==> src/rtl/minx_irq_pkg.sv <==
// Shared constants for the minx interrupt controller: register offsets,
// well-known source numbers and the priority-level type.
package minx_irq_pkg;

    typedef logic [1:0] irq_level_t;

    localparam int NUM_REGS = 10;

    localparam logic [3:0] PRI0  = 4'd0;
    localparam logic [3:0] PRI1  = 4'd1;
    localparam logic [3:0] ENA0  = 4'd2;
    localparam logic [3:0] ENA1  = 4'd3;
    localparam logic [3:0] ENA2  = 4'd4;
    localparam logic [3:0] ENA3  = 4'd5;
    localparam logic [3:0] FLAG0 = 4'd6;
    localparam logic [3:0] FLAG1 = 4'd7;
    localparam logic [3:0] FLAG2 = 4'd8;
    localparam logic [3:0] FLAG3 = 4'd9;

    localparam int IRQ_PRC_COPY = 0;
    localparam int IRQ_PRC_DONE = 1;
    localparam int IRQ_TIMER0   = 2;
    localparam int IRQ_TIMER1   = 3;
    localparam int IRQ_TIMER2   = 4;
    localparam int IRQ_TIMER3   = 5;
    localparam int IRQ_KEY0     = 16;

    // Priority field of the group that owns source src.
    function automatic irq_level_t group_pri(input logic [15:0] pri, input int src);
        return pri[2*(src/4) +: 2];
    endfunction

endpackage

==> src/rtl/irq_arbiter.sv <==
// Combinational winner selection: highest group priority, ties broken
// towards the lowest source index.
module irq_arbiter
    import minx_irq_pkg::*;
(
    input  logic [31:0] cand_i,
    input  logic [15:0] pri_i,
    output logic        valid_o,
    output irq_level_t  level_o,
    output logic [4:0]  index_o
);

    irq_level_t lvl;

    // Strict '>' keeps the earlier (lower) index on equal priority.
    always_comb begin
        valid_o = 1'b0;
        level_o = '0;
        index_o = '0;
        lvl     = '0;
        for (int i = 0; i < 32; i++) begin
            lvl = group_pri(pri_i, i);
            if (cand_i[i] && (lvl > level_o)) begin
                valid_o = 1'b1;
                level_o = lvl;
                index_o = 5'(i);
            end
        end
    end

endmodule

==> src/rtl/irq_controller.sv <==
// Edge-latching interrupt controller on the minx register bus: flag/enable/
// priority registers, arbitration and registered level/vector to the CPU.
module irq_controller
    import minx_irq_pkg::*;
#(
    parameter logic [23:0] BASE_ADDR   = 24'h2020,
    parameter int          NUM_SOURCES = 32,
    parameter logic [7:0]  VECTOR_BASE = 8'h03
) (
    input  logic                   clk,
    input  logic                   reset,
    input  logic                   bus_write,
    input  logic                   bus_read,
    input  logic [23:0]            bus_address_in,
    input  logic [7:0]             bus_data_in,
    output logic [7:0]             bus_data_out,
    input  logic [NUM_SOURCES-1:0] irq_sources,
    input  logic                   iack,
    output irq_level_t             irq_level,
    output logic [7:0]             irq_vector
);

    logic [31:0] src_ext, src_mask, src_grp_on, edge_set, flag_clr, cand;
    logic [31:0] flag_q, flag_d, ena_q, ena_d, prev_q;
    logic [15:0] pri_q, pri_d, pri_mask;
    logic [7:0]  grp_on;
    logic [7:0]  vector_q, vector_d, rd_byte;
    irq_level_t  level_q, level_d;
    logic [23:0] offset;
    logic [3:0]  off;
    logic        hit;
    logic        arb_valid;
    irq_level_t  arb_level;
    logic [4:0]  arb_index;

    always_comb begin
        src_ext = '0;
        src_ext[NUM_SOURCES-1:0] = irq_sources;
    end

    // Unimplemented sources/groups are masked so their bits read 0 and never win.
    for (genvar gi = 0; gi < 32; gi++) begin : g_src
        assign src_mask[gi]   = (gi < NUM_SOURCES);
        assign src_grp_on[gi] = grp_on[gi/4];
    end

    for (genvar gi = 0; gi < 8; gi++) begin : g_grp
        assign pri_mask[2*gi +: 2] = (gi < NUM_SOURCES/4) ? 2'b11 : 2'b00;
        assign grp_on[gi]          = (pri_q[2*gi +: 2] != 2'b00);
    end

    assign offset   = bus_address_in - BASE_ADDR;
    assign hit      = (offset < 24'(NUM_REGS));
    assign off      = offset[3:0];
    assign edge_set = src_ext & ~prev_q & src_mask;
    assign cand     = flag_q & ena_q & src_grp_on;

    always_comb begin
        pri_d    = pri_q;
        ena_d    = ena_q;
        flag_clr = '0;
        if (bus_write && hit) begin
            case (off)
                PRI0:    pri_d[7:0]     = bus_data_in;
                PRI1:    pri_d[15:8]    = bus_data_in;
                ENA0:    ena_d[7:0]     = bus_data_in;
                ENA1:    ena_d[15:8]    = bus_data_in;
                ENA2:    ena_d[23:16]   = bus_data_in;
                ENA3:    ena_d[31:24]   = bus_data_in;
                FLAG0:   flag_clr[7:0]   = bus_data_in;
                FLAG1:   flag_clr[15:8]  = bus_data_in;
                FLAG2:   flag_clr[23:16] = bus_data_in;
                FLAG3:   flag_clr[31:24] = bus_data_in;
                default: ;
            endcase
        end
        pri_d  = pri_d & pri_mask;
        ena_d  = ena_d & src_mask;
        // A new edge in the same cycle as a software clear keeps the flag set.
        flag_d = ((flag_q & ~flag_clr) | edge_set) & src_mask;
    end

    always_comb begin
        case (off)
            PRI0:    rd_byte = pri_q[7:0];
            PRI1:    rd_byte = pri_q[15:8];
            ENA0:    rd_byte = ena_q[7:0];
            ENA1:    rd_byte = ena_q[15:8];
            ENA2:    rd_byte = ena_q[23:16];
            ENA3:    rd_byte = ena_q[31:24];
            FLAG0:   rd_byte = flag_q[7:0];
            FLAG1:   rd_byte = flag_q[15:8];
            FLAG2:   rd_byte = flag_q[23:16];
            FLAG3:   rd_byte = flag_q[31:24];
            default: rd_byte = 8'h00;
        endcase
        bus_data_out = (bus_read && hit) ? rd_byte : 8'h00;
    end

    irq_arbiter u_arbiter (
        .cand_i  (cand),
        .pri_i   (pri_q),
        .valid_o (arb_valid),
        .level_o (arb_level),
        .index_o (arb_index)
    );

    // The vector stays frozen while iack is high so the CPU reads a stable value.
    assign level_d  = arb_valid ? arb_level : '0;
    assign vector_d = iack ? vector_q : (VECTOR_BASE + {3'b000, arb_index});

    always_ff @(posedge clk or negedge reset) begin
        if (!reset) begin
            flag_q   <= '0;
            ena_q    <= '0;
            pri_q    <= '0;
            prev_q   <= '0;
            level_q  <= '0;
            vector_q <= VECTOR_BASE;
        end else begin
            flag_q   <= flag_d;
            ena_q    <= ena_d;
            pri_q    <= pri_d;
            prev_q   <= src_ext & src_mask;
            level_q  <= level_d;
            vector_q <= vector_d;
        end
    end

    assign irq_level  = level_q;
    assign irq_vector = vector_q;

endmodule

==> config.mk <==
export PLATFORM = sky130hd
export DESIGN_NAME = irq_controller
export DESIGN_NICKNAME = d
export VERILOG_FILES = /design/src/rtl/minx_irq_pkg.sv /design/src/rtl/irq_arbiter.sv /design/src/rtl/irq_controller.sv
export SDC_FILE = /design/constraint.sdc
export NUM_CORES = 1
export LEC_CHECK = 0
export BUFFER_PORTS_ARGS = -buffer_cell sky130_fd_sc_hd__buf_4
export CAP_MARGIN = 20
export CORE_MARGIN = 2
export CORE_UTILIZATION = 55
export CTS_BUF_LIST = sky130_fd_sc_hd__clkbuf_16
export CTS_CLUSTER_DIAMETER = 50
export DETAILED_ROUTE_END_ITERATION = 10
export HOLD_SLACK_MARGIN = 0.02
export PLACE_DENSITY = 0.75
export SYNTH_ARGS = -nofsm -noshare
export SYNTH_HDL_FRONTEND = slang
export SYNTH_SLANG_ARGS = --single-unit
==> constraint.sdc <==
create_clock -name clk -period 103.6 [get_ports clk]
set_clock_uncertainty 0.05 [all_clocks]
set_input_delay 20.72 -clock clk [delete_from_list [all_inputs] [get_ports clk]]
set_output_delay 20.72 -clock clk [all_outputs]
set_load 0.01 [all_outputs]
==> flow_metrics.env <==
export IMPL_status="complete, no violations"
export IMPL_cts_sinks=120
export IMPL_min_delay_start="irq_vector[5]$_DFFE_PN0N_"
export IMPL_slowest_delay_ns=0.70
export IMPL_r2r_setup_slack_ns=64.63
export IMPL_yosys_area_top_type_share=0.366
export IMPL_io_buffers=84
export IMPL_synthFlopType="dfrtp_1"
export IMPL_dp_cells=1110
export IMPL_first_pass_iters=6
export IMPL_grt_pass1_vias=7054
export IMPL_synth_edf_count=0
export IMPL_fp_coreArea_sq_um=14400
export IMPL_cp_max_fo=8
export IMPL_sequentialPowerShare=0.409
export IMPL_ctsHoldBuffers=0
export IMPL_fin_hold_ws_ns=0.428
export IMPL_grt_max_degree=71
export IMPL_synth_area_sq_um=8070
export IMPL_vias=7354
export IMPL_wire_per_inst_um=20.5
export IMPL_layout_setup_ws_ns=59.47
export IMPL_clock_path_buffers=2
export IMPL_ant_nets=0
export IMPL_wl_um=23400
export IMPL_pwr_density_cell_nw_per_um2=12.5
export IMPL_r2r_start="ena_q[0]$_DFFE_PN0P_"
export IMPL_worstMarginPinSlew_ns=0.987
export IMPL_vdd_drop_max_mv=0.0116
export IMPL_yosysTopAreaCell="dfrtp_1"
export IMPL_die_x_um=125
export IMPL_area_delta_synth_final_pct=16.2
export IMPL_dp_slack_ns=59.62
export IMPL_postPlaceCellArea_sq_um=8770
export IMPL_antenna_cells=0
export IMPL_gp_congestion=0.953
export IMPL_dr_first_iter_drc_count=694
export IMPL_cts_tree="yes"
export IMPL_hpwl_um=17000
export IMPL_p_int_mw=0.0871
export IMPL_slew_headroom=0.339
export IMPL_rr_worst_depth=189
export IMPL_cts_resized=0
export IMPL_dieArea_sq_um=15700
export IMPL_overflow=0
export IMPL_avgSynthCellArea_sq_um=9.18
export IMPL_fin_cells=1143
export IMPL_leakage_nw=4.40
export IMPL_tns_ns=0
export IMPL_synth_seq_cells=120
export IMPL_worst_setup_path_end_kind="output port"
export IMPL_die_y_um=125
export IMPL_route_detailed_drc=0
export IMPL_critPathTopFamily="compound AO/OA/AOI/OAI gates"
export IMPL_antenna_found_initial=0
export IMPL_cap_viol_max_count=0
export IMPL_worst_path_most_repeated_cell="nand2_1"
export IMPL_utilization=0.650
export IMPL_async_flop_share=1.00
export IMPL_reg2reg_to="irq_vector[3]$_DFFE_PN0N_"
export IMPL_required_ns=82.83
export IMPL_min_period_ns=44.13
export IMPL_viasPerCell=6.43
export IMPL_netlist_top_cells_area="dfrtp_1, mux2_2, nand2_1"
export IMPL_setup_violations=0
export IMPL_start_util=0.560
export IMPL_drv_slew=0
export IMPL_totalPowerFinal_mw=0.117
export IMPL_power_switching_mw=0.0298
export IMPL_post_route_period_util=0.426
export IMPL_cts_root_buf="clkbuf_16"
export IMPL_clkPwrFrac=0.527
export IMPL_cts_buffers_inserted=17
export IMPL_postLayoutCellArea_sq_um=9380
export IMPL_grt_pass1_wl_um=37500
export IMPL_synth_seq_area_share=0.372
export IMPL_worstPathCellList="buf_4 -> nor3_1 -> nand2_1 -> o41ai_1 -> nand2_1 -> a21o_1 -> o31ai_1 -> and4b_1 -> nand2_1 -> a21oi_1 -> buf_4"
export IMPL_hold_viol=0
export IMPL_critPathLaunchType="primary input"
export IMPL_rsz0062_at_grt="false"
export IMPL_min_to="irq_vector[5]$_DFFE_PN0N_"
export IMPL_power_frac_comb=0.065
export IMPL_clk_latency_ns=0.43
export IMPL_clkTransAtPathRegs_ns=0.06
export IMPL_layout_nets=1049
export IMPL_fmax_ghz=0.0227
export IMPL_arrival_ns=23.36
export IMPL_netSwitchingFraction=0.255
export IMPL_layout_drive_gt1_share=0.218
export IMPL_cp_num_buf_inv=2
export IMPL_synthCells=879
export IMPL_slowest_stage="o41ai_1"
export IMPL_grt_usage=0.305
export IMPL_num_rows=44
export IMPL_cts_htree_levels=4
export IMPL_hold_class="reg -> reg"
export IMPL_worstHoldPathCells=1
export IMPL_critPathKind="in -> out"
export IMPL_yosys_warnings=0
export IMPL_io_pins=87
export IMPL_post_cts_buffers=0
export IMPL_ys_types=98
-- Yosys cell counts, types with 5 or more instances --
cell and instances:
nand2_1 119, dfrtp_1 118, nor2_1 64, inv_1 56
mux2_2 56, a22o_1 38, o21ai_0 37, a21oi_1 34
ha_1 34, nor3_1 21, clkbuf_1 20, nand3_1 17
nand4_1 14, a22oi_1 12, o211ai_1 12, a31oi_1 11
and2_1 11, buf_1 11, a21o_1 9, nor4_1 9
nor2b_1 8, o22ai_1 8, nor4b_1 7, a211oi_1 6
o211a_1 6, o21ai_1 6, o31ai_1 6, mux2i_1 5
or3_1 5
-- placed cells by master (no fill, tap or decap), types with 6 or more instances in the layout --
cell         n
o21ai_0     37
a22oi_1     12
mux2_2      56
inv_6        6
o22ai_1      8
nor3_1      21
a31oi_1     11
nor4_1       9
buf_4       86
a21oi_1     34
nand3_1     17
a211oi_1     6
o21ai_1      6
nor2b_1      8
ha_1        34
clkbuf_16   17
nor2_1      64
nand2_1    119
and2_1      11
nor4b_1      7
o211ai_1    12
a22o_1      38
a21o_1       9
dfrtp_1    118
o211a_1      6
o31ai_1      6
inv_1       56
nand4_1     14
-- worst reg2reg max path: cells and delay by family (launching register included) --
kind,cells,cell delay [ns]
simple gates,81,13.57
flops,1,0.46
buf+inv,3,0.27
mux,9,3.12
fa+ha+maj,30,8.23
compound gates,66,13.18
-- kinds of logic after synthesis --
| group | after synthesis | synth area share |
|---|---|---|
| simple gates | 303 | 0.181 |
| fa+ha+maj | 34 | 0.0527 |
| other cells | 1 | 0.000465 |
| xor+xnor | 1 | 0.00109 |
| buf+inv | 97 | 0.0493 |
| mux | 67 | 0.0992 |
| flops | 120 | 0.372 |
| compound gates | 256 | 0.244 |
-- registers in the layout (all words and copies together) (netlist names) --
signal	flops
flag_q	32
ena_q	32
prev_q	32
irq_vector	6
pri_q	16
irq_level	2
-- power groups by stage --
stage	clock network, mW	registers (mW)	logic, mW
after CTS	0.0622	0.0478	0.00749
after floorplan	0	0.0487	0.00320
after detailed placement	0	0.0487	0.00746
final	0.0615	0.0478	0.00754
after global routing	0.0642	0.0479	0.00832
after global placement	0	0.0486	0.00738
-- cell type report --
| cell class | count | area, sq um |
|---|---|---|
| clock buffer | 17 | 425 |
| sequential | 120 | 3010 |
| clock inverter | 15 | 180 |
| inverter | 57 | 214 |
| tap | 184 | 230 |
| multi-input combinational | 663 | 4670 |
| timing repair buffer | 87 | 651 |
| fill | 1225 | 5050 |
-- metal layers --
metal | track usage | share of wire | up-vias
met2 | 0.484 | 0.47 | 313
li1 | - | - | 3411
met5 | 0 | 0 | -
met3 | 0.0655 | 0.072 | 68
met1 | 0.404 | 0.42 | 3562
met4 | 0.137 | 0.040 | 0
-- how the worst max path moves through the flow --
stage	startpoint	to	slack, ns	cells after the start
after global routing	bus_address_in[11]	bus_data_out[6]	59.29	10
after CTS	bus_address_in[11]	bus_data_out[6]	59.61	11
after detailed placement	bus_address_in[11]	bus_data_out[6]	59.62	11
after global placement	bus_address_in[11]	bus_data_out[6]	59.65	11
final	bus_address_in[11]	bus_data_out[6]	59.47	11
after floorplan	bus_address_in[11]	bus_data_out[6]	60.34	9
(Power assumes the default switching activity.)
